### src/rtl/mips_pkg.sv
// Shared MIPS datapath definitions: default widths, control bundle and
// the EX/MEM stage state encoding.
package mips_pkg;

  localparam int DATA_W_DEF     = 32;
  localparam int REG_ADDR_W_DEF = 5;

  typedef struct packed {
    logic mem_read;
    logic mem_write;
    logic reg_write;
    logic mem_to_reg;
  } ctrl_t;

  typedef enum logic [1:0] {
    EMPTY = 2'd0,
    ONE   = 2'd1,
    TWO   = 2'd2
  } stage_state_t;

endpackage

### src/rtl/branch_resolve.sv
// Combinational beq/bne decision and branch target from the ALU zero flag.
module branch_resolve #(
  parameter int DATA_W = 32
) (
  input  logic              is_beq,
  input  logic              is_bne,
  input  logic              alu_zero,
  input  logic [DATA_W-1:0] pc_plus4,
  input  logic [DATA_W-1:0] imm_sext,
  output logic              taken,
  output logic [DATA_W-1:0] target
);

  assign taken  = (is_beq & alu_zero) | (is_bne & ~alu_zero);
  // Word offset; the add wraps naturally at DATA_W bits.
  assign target = pc_plus4 + (imm_sext << 2);

endmodule

### src/rtl/ex_mem_stage.sv
// EX/MEM pipeline register with a 2-entry skid buffer and registered
// branch redirect. in_ready depends only on the state register.
//
// state | meaning
// EMPTY | no entries held
// ONE   | head entry valid, skid empty
// TWO   | head and skid valid, EX is back-pressured
module ex_mem_stage
  import mips_pkg::*;
#(
  parameter int DATA_W     = DATA_W_DEF,
  parameter int REG_ADDR_W = REG_ADDR_W_DEF
) (
  input  logic                  clk,
  input  logic                  rst_n,
  input  logic                  flush,
  input  logic                  in_valid,
  output logic                  in_ready,
  input  logic [DATA_W-1:0]     alu_result,
  input  logic                  alu_zero,
  input  logic [DATA_W-1:0]     rt_data,
  input  logic [REG_ADDR_W-1:0] dest_reg,
  input  logic [DATA_W-1:0]     pc_plus4,
  input  logic [DATA_W-1:0]     imm_sext,
  input  logic                  is_beq,
  input  logic                  is_bne,
  input  logic                  mem_read,
  input  logic                  mem_write,
  input  logic                  reg_write,
  input  logic                  mem_to_reg,
  output logic                  out_valid,
  input  logic                  out_ready,
  output logic [DATA_W-1:0]     out_alu_result,
  output logic [DATA_W-1:0]     out_store_data,
  output logic [REG_ADDR_W-1:0] out_dest_reg,
  output logic                  out_mem_read,
  output logic                  out_mem_write,
  output logic                  out_reg_write,
  output logic                  out_mem_to_reg,
  output logic                  branch_taken,
  output logic [DATA_W-1:0]     branch_target
);

  typedef struct packed {
    logic [DATA_W-1:0]     alu;
    logic [DATA_W-1:0]     store;
    logic [REG_ADDR_W-1:0] dest;
    ctrl_t                 ctrl;
  } entry_t;

  stage_state_t state_q, state_d;
  entry_t       head_q, skid_q, in_entry;
  logic         accept, pop;
  logic         load_head_in, load_head_skid, load_skid;
  logic         br_taken;
  logic [DATA_W-1:0] br_target;
  logic         taken_q;
  logic [DATA_W-1:0] target_q;

  branch_resolve #(.DATA_W(DATA_W)) u_branch (
    .is_beq   (is_beq),
    .is_bne   (is_bne),
    .alu_zero (alu_zero),
    .pc_plus4 (pc_plus4),
    .imm_sext (imm_sext),
    .taken    (br_taken),
    .target   (br_target)
  );

  assign in_entry.alu   = alu_result;
  assign in_entry.store = rt_data;
  assign in_entry.dest  = dest_reg;
  assign in_entry.ctrl  = '{mem_read, mem_write, reg_write, mem_to_reg};

  assign in_ready  = (state_q != TWO);
  assign out_valid = (state_q != EMPTY);
  assign accept    = in_valid & in_ready;
  assign pop       = out_valid & out_ready;

  always_comb begin
    state_d        = state_q;
    load_head_in   = 1'b0;
    load_head_skid = 1'b0;
    load_skid      = 1'b0;
    if (flush) begin
      state_d = EMPTY;
    end else begin
      case (state_q)
        EMPTY: if (accept) begin
          state_d      = ONE;
          load_head_in = 1'b1;
        end
        ONE: begin
          if (accept && !pop) begin
            state_d   = TWO;
            load_skid = 1'b1;
          end else if (accept && pop) begin
            load_head_in = 1'b1;
          end else if (pop) begin
            state_d = EMPTY;
          end
        end
        TWO: if (pop) begin
          state_d        = ONE;
          load_head_skid = 1'b1;
        end
        default: state_d = EMPTY;
      endcase
    end
  end

  always_ff @(posedge clk or negedge rst_n) begin
    if (!rst_n) begin
      state_q  <= EMPTY;
      head_q   <= '0;
      skid_q   <= '0;
      taken_q  <= 1'b0;
      target_q <= '0;
    end else begin
      state_q <= state_d;
      if (load_head_in)   head_q <= in_entry;
      if (load_head_skid) head_q <= skid_q;
      if (load_skid)      skid_q <= in_entry;
      // A flushed accept must not redirect fetch.
      taken_q <= accept & br_taken & ~flush;
      if (accept && br_taken && !flush) target_q <= br_target;
    end
  end

  assign out_alu_result = head_q.alu;
  assign out_store_data = head_q.store;
  assign out_dest_reg   = head_q.dest;
  assign out_mem_read   = head_q.ctrl.mem_read;
  assign out_mem_write  = head_q.ctrl.mem_write;
  assign out_reg_write  = head_q.ctrl.reg_write;
  assign out_mem_to_reg = head_q.ctrl.mem_to_reg;
  assign branch_taken   = taken_q;
  assign branch_target  = target_q;

endmodule

### config.mk
export PLATFORM = sky130hd
export DESIGN_NAME = ex_mem_stage
export DESIGN_NICKNAME = d
export VERILOG_FILES = /design/src/rtl/mips_pkg.sv /design/src/rtl/branch_resolve.sv /design/src/rtl/ex_mem_stage.sv
export SDC_FILE = /design/constraint.sdc
export NUM_CORES = 1
export LEC_CHECK = 0
export BUFFER_PORTS_ARGS = -buffer_cell sky130_fd_sc_hd__buf_2
export CAP_MARGIN = 20
export CORE_MARGIN = 2
export CORE_UTILIZATION = 41
export CTS_CLUSTER_SIZE = 14
export DETAILED_ROUTE_END_ITERATION = 10
export HOLD_SLACK_MARGIN = 0.15
export PLACE_DENSITY_LB_ADDON = 0.25
export SYNTH_ARGS = -nofsm -noshare
export SYNTH_HDL_FRONTEND = slang
export SYNTH_HIERARCHICAL = 1
export SYNTH_SLANG_ARGS = --single-unit
export TNS_END_PERCENT = 50
### constraint.sdc
create_clock -name clk -period 2.6 [get_ports clk]
set_clock_uncertainty 0.15 [all_clocks]
set_input_delay 0.26 -clock clk [delete_from_list [all_inputs] [get_ports clk]]
set_output_delay 0.26 -clock clk [all_outputs]
set_load 0.1 [all_outputs]
Word-level counts from Yosys, hierarchy flattened --
Cells that the tools add are included.
Word-level totals: register bits after elaboration 181
Cells by class: add/subtract/negate cells 1, eq/ne operators 7, mux-type cells 20, bitwise gates (word level) 9, reduce and logical (&&, ||, !) cells 10
Operators by type and width (count):
- $mux 73 | 2
- $add 32x32->32 | 1
- $mux 2 | 6
- $mux 1 | 10
- $ne 4x4->1 const B | 2
- $and 1x1->1 | 6
- $ne 3x3->1 const B | 2
- $pmux 2 s3 | 1
- $logic_and 1x1->1 | 4
- $reduce_and 4->1 | 1
- $reduce_bool 2->1 | 2
- $eq 2x1->1 const B | 1
- $eq 2x2->1 const B | 1
- $logic_not 1->1 | 2
- $logic_not 2->1 | 1
- $ne 2x2->1 const B | 1
- $not 1->1 | 2
- $pmux 1 s2 | 1
- $or 1x1->1 | 1

Depth between registers and ports, before layout --
depth after elaboration 9, mapped depth 11, gate-level depth less buffers 11

Hierarchy --
The synthesis kept the hierarchy.
Modules (own cells, without submodules):
- ex_mem_stage | times used 1, cells each 475, area an instance 7644.8 um2, seq. area each 4529.3 um2
- branch_resolve | times used 1, cells each 238, area an instance 1775.5 um2, seq. area each 0.0 um2

Worst setup path before layout --
OpenSTA, ideal clock, no wires.
kind input to register, start input port pc_plus4[2], end register target_q[26], in the netlist branch_target[26], data arrival time 2.316 ns, data required time 2.325 ns, setup slack 0.008 ns, cell stages on the path 11, buffers on the path 0, cell sequence ha_1 inv_1 fa_1 nor2b_1 o2111ai_1 a311oi_1 nor2_1 o311ai_4 a41oi_1 xnor2_1 mux2_2
Between the ends: cells in the longest elaborated chain, start to end 1
RTL lines:
- from (decl) | RTL line ex_mem_stage.sv:23 | input logic [DATA_W-1:0] pc_plus4,
- $add 32x32->32 | RTL line branch_resolve.sv:16 | assign target = pc_plus4 + (imm_sext << 2);
- named net br_target[26] | RTL line ex_mem_stage.sv:56 | logic [DATA_W-1:0] br_target;
- to (signal assigned) | RTL line ex_mem_stage.sv:126 | if (accept && br_taken && !flush) target_q <= br_target;
- to (decl) | RTL line ex_mem_stage.sv:58 | logic [DATA_W-1:0] target_q;
The timed path passes the listed nets, and every way through them passes these cells. A chain may end at the register's enable or synchronous reset.

Worst setup path after layout --
Same ends and word-level chain as after synthesis.

==> summary.md <==
| Metric | Value |
|---|---|
| Crit-path cells | `buf_2 > ha_1 > inv_1 > fa_1 > nor2b_2 > o2111ai_1 > a311oi_1 > nor2_1 > o311ai_4 > a41oi_1 > xnor2_1 > mux2_2` |
| CTS H-tree lvls | `4` |
| Slew HR | `65.15%` |
| Cell count after synthesis | `roughly 700` |
| Buffers on Ports | `250` |
| Die W | `155.6 microns` |
| RSZ-0062 raised after global routing | `no` |
| Seq/Total Area, Yosys | `48.08%` |
| Antenna Violating Nets Remaining | `0` |
| Vias after detailed routing | `6866` |
| Final Util | `55.83%` |
| Lkg Pwr | `5.825 nW` |
| Simple-gate area share of the yosys netlist | `4.210%` |
| Buf/Inv on CP | `2` |
| Critical path capture point type | `flop` |
| Synth Cell Area | `9420 sq um` |
| Global placer's final weighted congestion | `0.8612` |
| Period utilization | `93.27%` |
| Mean post-synth cell area | `13.21 sq um` |
| DR DRC count | `0` |
| Non-filler instance count after layout | `1363` |
| Routed length on met2 | `10760 microns` |
| Final hold violations | `0` |
| Clk pwr share | `21.3%` |
| Least-Margin Pin Slew | `526.4 ps` |
| Sequential share of power | `between 30% and 40%` |
| Logic pwr share | `~45%` |
| Period minus WS final | `2425 ps` |
| Num CTS Buffers | `17` |
| Switching part of the total | `a little under half` |
| Longest Clk Path Bufs | `2` |
| Req. time, crit path | `2760 ps` |
| Final setup viols | `0` |
| Vias in the first global route | `7450` |
| Antenna violations before repair | `0` |
| CTS tree | `built` |
| Fmax | `around 0.41 GHz` |
| Mux cell area share after synthesis | `between 30% and 40%` |
| WL per Instance | `16.26 microns` |
| Top reg by flops | `skid_q` |
| Clock Sinks | `181` |
| Top delay family on crit path | `compound AO/OA/AOI/OAI gates` |
| Router iterations before antenna repair | `4` |
| Xor/xnor share of the synthesized area | `2.510%` |
| Pwr/cell area | `between 900 and 1000 nW/um^2` |
| Gr usage total | `18.70%` |
| Max stage delay on crit path | `roughly 420 ps` |
| Pin count of the biggest net entering global routing | `68` |
| Synth Area in Adders | `4.064%` |
| Switching power | `between 5 and 6 mW` |
| Syn-to-layout area delta | `33.78%` |
| Final #Nets | `1240` |
| Core ar. | `around 23000 sq um` |
| Hpwl dp | `15570 microns` |
| Hold Path Class | `in -> async` |
| Setup Crit Path Kind | `in -> reg` |
| #FFs+latches synth | `around 180` |
| Max Fanout on Critical Path | `3` |
| Main combinational cell family by area after synthesis | `multiplexers` |
| Initial DRC Count | `between 200 and 300` |
| Core Rows | `55` |
| Root Driver | `clkbuf_16` |
| Slowest CP cell | `fa_1` |
| Share of cells above drive strength 1 | `approximately half` |
| Most common cell after layout, fill and taps aside | `buf_2` |
| Arrival time at the worst endpoint | `2580 ps` |
| Peak VDD IR | `0.6429 mV` |
| Syn. warnings | `6` |
| Filler cell count | `1937` |
| Top Layer Used | `met4` |
| Post-Route WL | `22160 microns` |
| Clock-pin slew on the worst setup and hold paths | `roughly 70 ps` |
| Outcome | `complete, no violations` |
| Distinct cells, synth | `61` |
| Fin area | `12600 sq um` |
| Pint | `~6.2 mW` |
| Max reg flops | `73` |
| Fin. max-slew vios | `0` |
| Placed Instances | `1249` |
| Die Ht | `155.6 microns` |
| Clk Latency, worst-skew pair | `about 420 ps` |
| Die area | `24210 sq um` |
| Area after DPL | `11200 sq um` |
| Highest-count cells in the layout ignoring fill and taps | `249 x buf_2, 182 x mux2_2, 181 x dfrtp_1` |
| Wire length on met3 | `1104 microns` |
| Wl on met1 | `9891 microns` |
| Max-Cap Viols | `0` |
| Asr flop ratio synth | `between 90% and 100%` |
| N_diodes | `0` |
| EDFF count, synth | `0` |
| Worst setup SP type | `input pin` |
| Mapped Nets | `slightly below 900` |
| GRT Residual Overflow | `0` |
| I/O pins | `253` |
| Compound-Gate Fraction of Synth Area | `under 10%` |
| Starting Density | `41.74%` |
| Vias per cell | `5.037` |
| Total power | `around 12 mW` |
| Synth Flop Type | `dfrtp_1` |
| First-pass GRT wire length | `36430 microns` |
| Post-route setup TNS | `0 ps` |
[synthesized netlist by cell type (7+ instances only)]
library cell  number  area share (%)
mux2_2           182              22
dfrtp_1          181              48
mux2_1            70             8.4
ha_1              29             3.9
a21oi_1           24             1.3
nand2_1           21            0.84
buf_2             20             1.1
xnor2_1           19             1.8
nor2_1            16            0.64
a21o_1            15             1.2
inv_1             12            0.48
buf_6             10             1.2
o21ai_0           10            0.53
nand3_1            8            0.43
xor2_1             8            0.74
clkbuf_1           7            0.28
[what timing repair did]
item	4_1_cts	5_1_grt
setup buffers	0	0
hold buffers	82	0
gates resized for setup	0	1
endpoints found under the setup margin	0	2
endpoints found under the hold margin	333	0
[worst reg2reg max path, stage by stage, from the launching register on]
cell and delay [ps]:
dfrtp_1 470, nor2b_2 250, inv_2 70, nor3b_2 340
buf_12 310, mux2_1 400, mux2_2 270
[layer usage]
layer	vias to the layer above	GRT usage, %
met5	-	0
met4	0	5.723
met3	28	4.417
met2	167	31.84
met1	3367	23.69
li1	3304	-
[layout make-up]
type | count | area, sq um | share of cell area, %
Timing Repair Buffer | 372 | 2466 | 19.57
Multi-Input combinational cell | 480 | 4622 | 36.68
Tap cell | 285 | 356.6 | 2.830
Clock buffer | 18 | 439.2 | 3.485
Clock inverter | 14 | 140.1 | 1.112
Inverter | 13 | 48.80 | 0.3872
Sequential cell | 181 | 4529 | 35.94
[final timing paths]
path                                  from                 end  slack, ps  cells past startpoint
min in group clk                  in_valid          state_q[1]        230                      4
max in group asynchronous            rst_n       out_reg_write       1340                      3
min                                  rst_n  out_alu_result[26]        210                      2
max                            pc_plus4[2]   branch_target[26]        170                     12
min reg2reg                out_dest_reg[0]     out_dest_reg[0]        350                      1
max reg2reg                     state_q[0]  out_alu_result[13]        230                      6
[power groups by stage]
stage / clock network (mW) / registers, mW / logic, mW
detailed placement: 0 / 3.96 / 5.25
global placement: 0 / 3.93 / 5.21
global route: 2.71 / 4.00 / 5.55
floorplan: 0 / 6.95 / 1.19
CTS: 2.60 / 3.91 / 5.36
finish: 2.51 / 3.91 / 5.33
[metrics by stage]
stage          setup WS, ps  hold WS (ps)
6_report              174.9         213.5
5_1_grt               22.72         250.3
4_1_cts               95.93         212.6
3_5_place_dp         -351.8         98.29
3_3_place_gp         -258.6         101.1
2_1_floorplan         8.409        -185.6
[cell families after synthesis]
logic type	Yosys count
muxes	252
DFF	181
and+or+nand+nor	77
adders and majority gates	30
AOI/OAI and AO/OA	94
xor gates and xnor gates	27
buffers and inverters	52
(Power assumes the default switching activity.)
